$ cat src/rtl/audio_pkg.sv
// Shared audio capture types.
// Recorder states and PCM word width.
package audio_pkg;

    localparam int PCM_W = 16;

    typedef enum logic [1:0] {
        IDLE,
        SETTLE,
        RECORD,
        FINISH
    } rec_state_t;

endpackage

$ cat src/rtl/pdm_record_ctrl.sv
// PDM capture sequencer: enables the deserializer, discards settle words,
// then streams each completed word into sample RAM until stop or full.
module pdm_record_ctrl
    import audio_pkg::*;
#(
    parameter int ADDR_W       = 14,
    parameter int MAX_WORDS    = 16384,
    parameter int SETTLE_WORDS = 4
) (
    input  logic              clock,
    input  logic              reset,
    input  logic              start,
    input  logic              stop,
    input  logic              deser_done,
    input  logic [PCM_W-1:0]  deser_data,
    output logic              deser_enable,
    output logic              mem_we,
    output logic [ADDR_W-1:0] mem_addr,
    output logic [PCM_W-1:0]  mem_wdata,
    output logic [ADDR_W:0]   word_count,
    output logic              busy,
    output logic              full,
    output logic              rec_done
);

    // Settle counter runs 0..SETTLE_WORDS-1; keep at least one bit.
    localparam int SW = (SETTLE_WORDS > 1) ? $clog2(SETTLE_WORDS) : 1;
    localparam int SETTLE_LAST_I = (SETTLE_WORDS > 0) ? SETTLE_WORDS - 1 : 0;
    localparam logic [SW-1:0] SETTLE_LAST = SW'(SETTLE_LAST_I);
    localparam logic [ADDR_W:0] MAX_LAST = (ADDR_W + 1)'(MAX_WORDS - 1);

    rec_state_t      state;
    rec_state_t      state_next;
    logic [SW-1:0]   settle_cnt;
    logic            cap_clr;
    logic            settle_inc;
    logic            wr;
    logic            set_full;

    // Next-state and per-cycle datapath controls.
    always_comb begin
        state_next = state;
        cap_clr    = 1'b0;
        settle_inc = 1'b0;
        wr         = 1'b0;
        set_full   = 1'b0;
        unique case (state)
            IDLE: begin
                if (start) begin
                    cap_clr    = 1'b1;
                    state_next = (SETTLE_WORDS == 0) ? RECORD : SETTLE;
                end
            end
            SETTLE: begin
                if (stop) begin
                    state_next = FINISH;
                end else if (deser_done) begin
                    if (settle_cnt == SETTLE_LAST) begin
                        state_next = RECORD;
                    end else begin
                        settle_inc = 1'b1;
                    end
                end
            end
            RECORD: begin
                if (deser_done) begin
                    wr = 1'b1;
                    if (word_count == MAX_LAST) begin
                        set_full   = 1'b1;
                        state_next = FINISH;
                    end
                end
                if (stop) begin
                    state_next = FINISH;
                end
            end
            FINISH: begin
                state_next = IDLE;
            end
            default: begin
                state_next = IDLE;
            end
        endcase
    end

    // State register.
    always_ff @(posedge clock) begin
        if (reset) begin
            state <= IDLE;
        end else begin
            state <= state_next;
        end
    end

    // Registered outputs, counters and the RAM write port.
    always_ff @(posedge clock) begin
        if (reset) begin
            deser_enable <= 1'b0;
            busy         <= 1'b0;
            rec_done     <= 1'b0;
            mem_we       <= 1'b0;
            mem_addr     <= '0;
            mem_wdata    <= '0;
            word_count   <= '0;
            full         <= 1'b0;
            settle_cnt   <= '0;
        end else begin
            deser_enable <= (state_next == SETTLE) || (state_next == RECORD);
            busy         <= (state_next == SETTLE) || (state_next == RECORD);
            rec_done     <= (state_next == FINISH);
            mem_we       <= wr;
            if (cap_clr) begin
                word_count <= '0;
                full       <= 1'b0;
                settle_cnt <= '0;
            end
            if (settle_inc) begin
                settle_cnt <= settle_cnt + 1'b1;
            end
            if (wr) begin
                mem_addr   <= word_count[ADDR_W-1:0];
                mem_wdata  <= deser_data;
                word_count <= word_count + 1'b1;
            end
            if (set_full) begin
                full <= 1'b1;
            end
        end
    end

endmodule

$ cat config.mk
export PLATFORM = sky130hd
export DESIGN_NAME = pdm_record_ctrl
export DESIGN_NICKNAME = d
export VERILOG_FILES = /design/src/rtl/audio_pkg.sv /design/src/rtl/pdm_record_ctrl.sv
export SDC_FILE = /design/constraint.sdc
export NUM_CORES = 1
export LEC_CHECK = 0
export BUFFER_PORTS_ARGS = -buffer_cell sky130_fd_sc_hd__buf_4
export CAP_MARGIN = 25
export CORE_AREA = 2 2 53 93
export CTS_CLUSTER_DIAMETER = 60
export DETAILED_ROUTE_END_ITERATION = 12
export DIE_AREA = 0 0 55 95
export HOLD_SLACK_MARGIN = 0.03
export PLACE_DENSITY = 0.87
export SYNTH_ARGS = -nofsm -noshare
export SYNTH_HDL_FRONTEND = slang
export SYNTH_SLANG_ARGS = --single-unit
$ cat constraint.sdc
create_clock -name clock -period 2.8 [get_ports clock]
set_input_delay 0.28 -clock clock [delete_from_list [all_inputs] [get_ports clock]]
set_output_delay 0.28 -clock clock [all_outputs]
set_load 0.02 [all_outputs]
==> reports/qor.yml, run 1 <==
finalHoldViolCount: 0
grt_max_degree: 55
status: "completed"
cts_sinks: 53
timing.final.max_slew_violations: 0
initial_core_util_pct: 47.2
yosys.cell_types.count: 39
synth-seq-area-share_pct: 49.5
fin_crit_sh_pct: 85.5
ir_worst_vdd_mv: 0.391
cts_hold_buf: 0
cp.required_ps: 2980
detail-route-antenna-nets: 0
numCtsBuffers: 5
synthTopCellsByArea: "dfxtp_1 50%, nand2_1 12%, a21oi_1 10%"
period_needed_ps: 2390
synth.avg_cell_area_um2: 8.28
p_leak_nw: 1.10
yosysTopAreaCellShare_pct: 49.5
end_kind: "flop"
dieArea_um2: 5230
drtIter0Drc: 46
dr.pass1.iters: 4
drv_cap: 0
crit_path_start_kind: "flop"
clock_latency_ps: 310
path_class: "flop to flop"
nets: 345
setup_violations: 0
grt_usage_pct: 20.0
top_layer: "met4"
ctsResizeCount: 0
cts_tree: "done"
place_congestion: 0.862
post_cts_buffers: 0
coreArea_um2: 4540
grt_overflow: 0
wl_per_cell_um: 13.0
holdWs_ps: 209
min_path_type: "primary input to flop"
syn-num-nets: 283
antenna_found_initial: 0
grt_pass1_vias: 1806
slew_headroom_pct: 64.3
die_w_um: 55
place_hpwl_um: 3450
synth_top_cell_by_area: "dfxtp_1"
wl_met2_um: 2590
clock-skew-final_ps: 8.96
drive_gt1_share_pct: 27.6
drc: 0
critPathArrivalTime_ps: 2570
diodes: 0
clockBufferDepth: 2
area_delta_synth_final_pct: 29.0
yosys_warnings: 0
grt_pass1_wl_um: 7780
rsz0062_at_grt: "no"
critPathMaxFanout: 7
die_h_um: 95
worst_pin_slew_ps: 536
wl_um: 4840
ys_ff_latch: 53
fillers: 433
clockRootBuffer: "clkbuf_8"
vias: 1962
p_per_area_nw_per_um2: 475
routed_via_density: 5.25
h-tree-depth: 2
fmax_mhz: 418
io_pins: 71
path_clk_slew_ps: 90
wl_met3_um: 238
netlist_instances: 259
setup_tns_ps: 0
portBuffers: 70
wl_met1_um: 1920
num_rows: 33
mappedNetlistArea_um2: 2140
## layout by cell type (no fill, tap or decap), types with 4 or more instances in the layout
| cell | Yosys | routed |
|---|---|---|
| buf_4 | 1 | 72 |
| nand2_1 | 69 | 69 |
| dfxtp_1 | 53 | 53 |
| or3_1 | 5 | 5 |
| nand4_1 | 4 | 4 |
| o21ai_0 | 5 | 5 |
| nand3_1 | 5 | 5 |
| clkbuf_8 | 0 | 5 |
| or4_1 | 4 | 4 |
| a21oi_1 | 43 | 43 |
| mux2_2 | 4 | 4 |
| nor2_1 | 11 | 11 |
## Yosys cell counts, drive strengths merged
cell     n
and2     3
inv      3
a22oi    1
and3b    2
nand4    4
nand2   69
nor2b    3
a21oi   44
or3      6
nor4     1
nand3b   3
a221o    1
nand3    5
buf      4
nor3     2
ha       3
dfxtp   53
o21ai    5
a31o     1
mux2i    1
or2b     1
or3b     1
or4      4
and3     1
o211ai   3
clkbuf  13
mux2     4
a41oi    1
nand2b   2
nor4b    1
nor2    11
o41a     1
o311ai   2
## logic make-up (layout without fill, tap and decap cells)
logic type | count (synthesis) | after routing | share of synthesized area [%]
compound gates | 59 | 59 | 15.6
fa+ha+maj | 3 | 3 | 1.75
buf+inv | 20 | 83 | 3.79
flops | 53 | 53 | 49.5
mux | 5 | 5 | 2.57
simple gates | 119 | 119 | 26.7
## stage by stage
stage	cells	setup WS, ps	cell area (µm²)	total power [mW]	util, %
floorplan	259	412	2140	0.861	-
global placement	366	484	2680	0.908	59.0
detailed placement	366	436	2680	0.910	59.0
CTS	374	406	2770	1.33	60.9
global route	374	261	2770	1.37	60.9
finish	374	407	2770	1.31	60.9
## power by group
part / total, mW / switching [mW] / internal, mW
clock: 0.422 / 0.248 / 0.173
sequential: 0.775 / 0.00992 / 0.765
combinational: 0.117 / 0.0647 / 0.0518
total: 1.31 / 0.323 / 0.990
## sequential cells by signal, summed over array words and instances, names as in the netlist
register,cells
busy,1
full,1
settle_cnt,2
mem_wdata,16
mem_we,1
word_count,15
rec_done,1
state,2
mem_addr,14
## worst paths after layout
check | startpoint | to | slack, ps | cells past startpoint
hold / removal | deser_data[1] | mem_wdata[1]$_SDFFE_PP0P_ | 210 | 3
setup / recovery | word_count[0]$_SDFFE_PP0P_ | busy$_SDFF_PP0_ | 410 | 7
setup reg to reg | word_count[0]$_SDFFE_PP0P_ | busy$_SDFF_PP0_ | 410 | 7
hold reg to reg | mem_wdata[1]$_SDFFE_PP0P_ | mem_wdata[1]$_SDFFE_PP0P_ | 460 | 2
## cell type report
cell class,count,area [µm²],share of cell area [%]
Timing Repair Buffer,72,541,19.5
Sequential cell,53,1060,38.4
Clock inverter,3,17.5,0.633
Inverter,3,11.3,0.407
Multi-Input combinational cell,186,1000,36.2
Tap cell,52,65.1,2.35
Clock buffer,5,68.8,2.49
## critical path, stage by stage (launching register included)
cell     delay [ps]
dfxtp_1         440
ha_1            230
nand3_1         130
or4_1           650
or3_4           390
nand2_1          80
ha_1            220
nor2b_1         120
## routing by layer
metal  GRT usage, %  vias to the layer above
met5              0                        -
met4           8.74                        0
met3           4.59                        6
met2           35.1                       48
met1           21.8                      898
li1               -                     1010
Note: power is estimated with default switching activity, not from simulation.
==> inputs of run 2 (changes only) <==
- CORE_AREA: 2 2 53 93 -> 3 3 54 94
- DIE_AREA: 0 0 55 95 -> 0 0 57 97
- PLACE_DENSITY: 0.87 -> 0.78
==> reports/qor.yml, run 2 (synthesis results as in run 1) <==
status: "completed"  # unchanged
critPathMaxFanout: 7  # unchanged
post-route-util_pct: 62.9  # was 60.9%
clockRootBuffer: "clkbuf_8"  # unchanged
reg_top3: "mem_wdata (16), word_count (15), mem_addr (14)"  # unchanged
initial_core_util_pct: 48.7  # was 47.2%
timing.rr.start: "word_count[0]$_SDFFE_PP0P_"  # unchanged
finalHoldViolCount: 0  # unchanged
path_class: "flop to flop"  # unchanged
grt_pass1_vias: 1925  # was 1806
timing.final.max_slew_violations: 0  # unchanged
place_hpwl_um: 3520  # was 3450 µm
area_delta_synth_final_pct: 29.3  # was 29.0%
post_cts_buffers: 0  # unchanged
intPower_mw: 0.990  # about the same
num_rows: 32  # was 33
multi_input_area_um2: 1000  # unchanged
min_path_type: "primary input to flop"  # unchanged
vias: 1987  # was 1962
rsz0062_at_grt: "no"  # unchanged
cts_sinks: 53  # unchanged
drive_gt1_share_pct: 27.9  # was 27.6%
setup_tns_ps: 0  # unchanged
grt_usage_pct: 19.4  # was 20.0%
worstReg2RegEnd: "busy$_SDFF_PP0_"  # unchanged
final-seq-area_um2: 1060  # unchanged
fillers: 405  # was 433
path_clk_slew_ps: 90  # about the same
wl_um: 5050  # was 4840 µm
routed_via_density: 5.31  # was 5.25
final_common_cell: "buf_4"  # unchanged
most-common-layout-cells: "73 x buf_4, 69 x nand2_1, 53 x dfxtp_1, 43 x a21oi_1, 11 x nor2_1"  # was 72 x buf_4, 69 x nand2_1, 53 x dfxtp_1, 43 x a21oi_1, 11 x nor2_1
clock_latency_ps: 300  # was 310 ps
clockBufferDepth: 2  # unchanged
wl_per_cell_um: 13.5  # was 13.0 µm
fin_area_um2: 2770  # about the same
sequentialPowerShare_pct: 59.2  # was 59.0%
ir_worst_vdd_mv: 0.438  # was 0.391 mV
cts_hold_buf: 0  # unchanged
coreArea_um2: 4400  # was 4540 µm²
drv_cap: 0  # unchanged
antenna_found_initial: 0  # unchanged
worst_pin_slew_ps: 551  # was 536 ps
clockPowerShare_pct: 31.8  # was 32.1%
reg2regPathDepth: 7  # unchanged
critPathArrivalTime_ps: 2590  # was 2570 ps
dieArea_um2: 5530  # was 5230 µm²
numCtsBuffers: 5  # unchanged
switching_share_pct: 24.3  # was 24.6%
end_kind: "flop"  # unchanged
ctsResizeCount: 0  # unchanged
largest_register: "mem_wdata"  # unchanged
p_per_area_nw_per_um2: 472  # was 475 nW/µm²
grt_overflow: 0  # unchanged
io_pins: 71  # unchanged
detail-route-antenna-nets: 0  # unchanged
place_congestion: 0.797  # was 0.862
dpl-instance-area_um2: 2690  # was 2680 µm²
cp.required_ps: 2970  # was 2980 ps
drtIter0Drc: 53  # was 46
whs_path_depth: 3  # unchanged
dr.pass1.iters: 4  # unchanged
period_needed_ps: 2420  # was 2390 ps
fin_crit_sh_pct: 86.3  # was 85.5%
nets: 346  # was 345
crit_path_start_kind: "flop"  # unchanged
grt_max_degree: 55  # unchanged
setup_violations: 0  # unchanged
clock-skew-final_ps: 7.65  # was 8.96 ps
h-tree-depth: 2  # unchanged
p_leak_nw: 1.11  # was 1.10 nW
die_w_um: 57  # was 55 µm
cts_tree: "done"  # unchanged
holdPathEnd: "mem_wdata[13]$_SDFFE_PP0P_"  # was mem_wdata[1]$_SDFFE_PP0P_
die_h_um: 97  # was 95 µm
min-delay-start: "deser_data[13]"  # was deser_data[1]
portBuffers: 70  # unchanged
power.switching_mw: 0.318  # was 0.323 mW
drc: 0  # unchanged
largest_reg_flops: 16  # unchanged
slew_headroom_pct: 63.2  # was 64.3%
diodes: 0  # unchanged
r2r_slack_ps: 380  # was 410 ps
pwr-share-comb_pct: 9.0  # was 8.9%
grt_pass1_wl_um: 8740  # was 7780 µm
fmax_mhz: 414  # was 418 MHz
run 2: per-layer routing:
layer  vias to the layer above  wire length (µm)  GRT usage, %
met4                         0                76          7.14
li1                       1012                 -             -
met2                        58              2660          35.3
met3                         5               280          4.81
met5                         -                 0             0
met1                       912              2040          20.9
run 2: layout make-up:
type	count	share of cell area, %
Timing Repair Buffer	73	19.8
Clock inverter	3	0.632
Multi-Input combinational cell	186	36.1
Tap cell	51	2.30
Sequential cell	53	38.3
Clock buffer	5	2.48
Inverter	3	0.406
run 2: worst max path at each step:
| stage | start | to | slack, ps |
|---|---|---|---|
| CTS | word_count[0]$_SDFFE_PP0P_ | busy$_SDFF_PP0_ | 400 |
| detailed placement | word_count[0]$_SDFFE_PP0P_ | busy$_SDFF_PP0_ | 420 |
| global route | word_count[0]$_SDFFE_PP0P_ | busy$_SDFF_PP0_ | 210 |
| floorplan | word_count[0]$_SDFFE_PP0P_ | busy$_SDFF_PP0_ | 410 |
| finish | word_count[0]$_SDFFE_PP0P_ | busy$_SDFF_PP0_ | 380 |
| global placement | word_count[0]$_SDFFE_PP0P_ | busy$_SDFF_PP0_ | 480 |
run 2: critical path, cell delays in order (launching register included):
cell and delay (ps):
dfxtp_1 440, ha_1 240, nand3_1 130, or4_1 660, or3_4 390, nand2_1 80, ha_1 210, nor2b_1 120
run 2: per-stage QoR:
step | instances | total power [mW] | worst slack (ps) | hold slack (ps)
floorplan | 259 | 0.861 | 412 | 416
global placement | 366 | 0.909 | 481 | 443
detailed placement | 366 | 0.912 | 421 | 448
CTS | 374 | 1.32 | 398 | 209
global route | 374 | 1.37 | 213 | 200
finish | 374 | 1.31 | 385 | 214
run 2: power groups by stage:
stage / Clock, mW / Sequential [mW] / Combinational [mW]
3_3_place_gp: 0 / 0.792 / 0.118
6_report: 0.416 / 0.775 / 0.118
5_1_grt: 0.466 / 0.778 / 0.129
4_1_cts: 0.431 / 0.775 / 0.119
3_5_place_dp: 0 / 0.792 / 0.119
2_1_floorplan: 0 / 0.802 / 0.0593
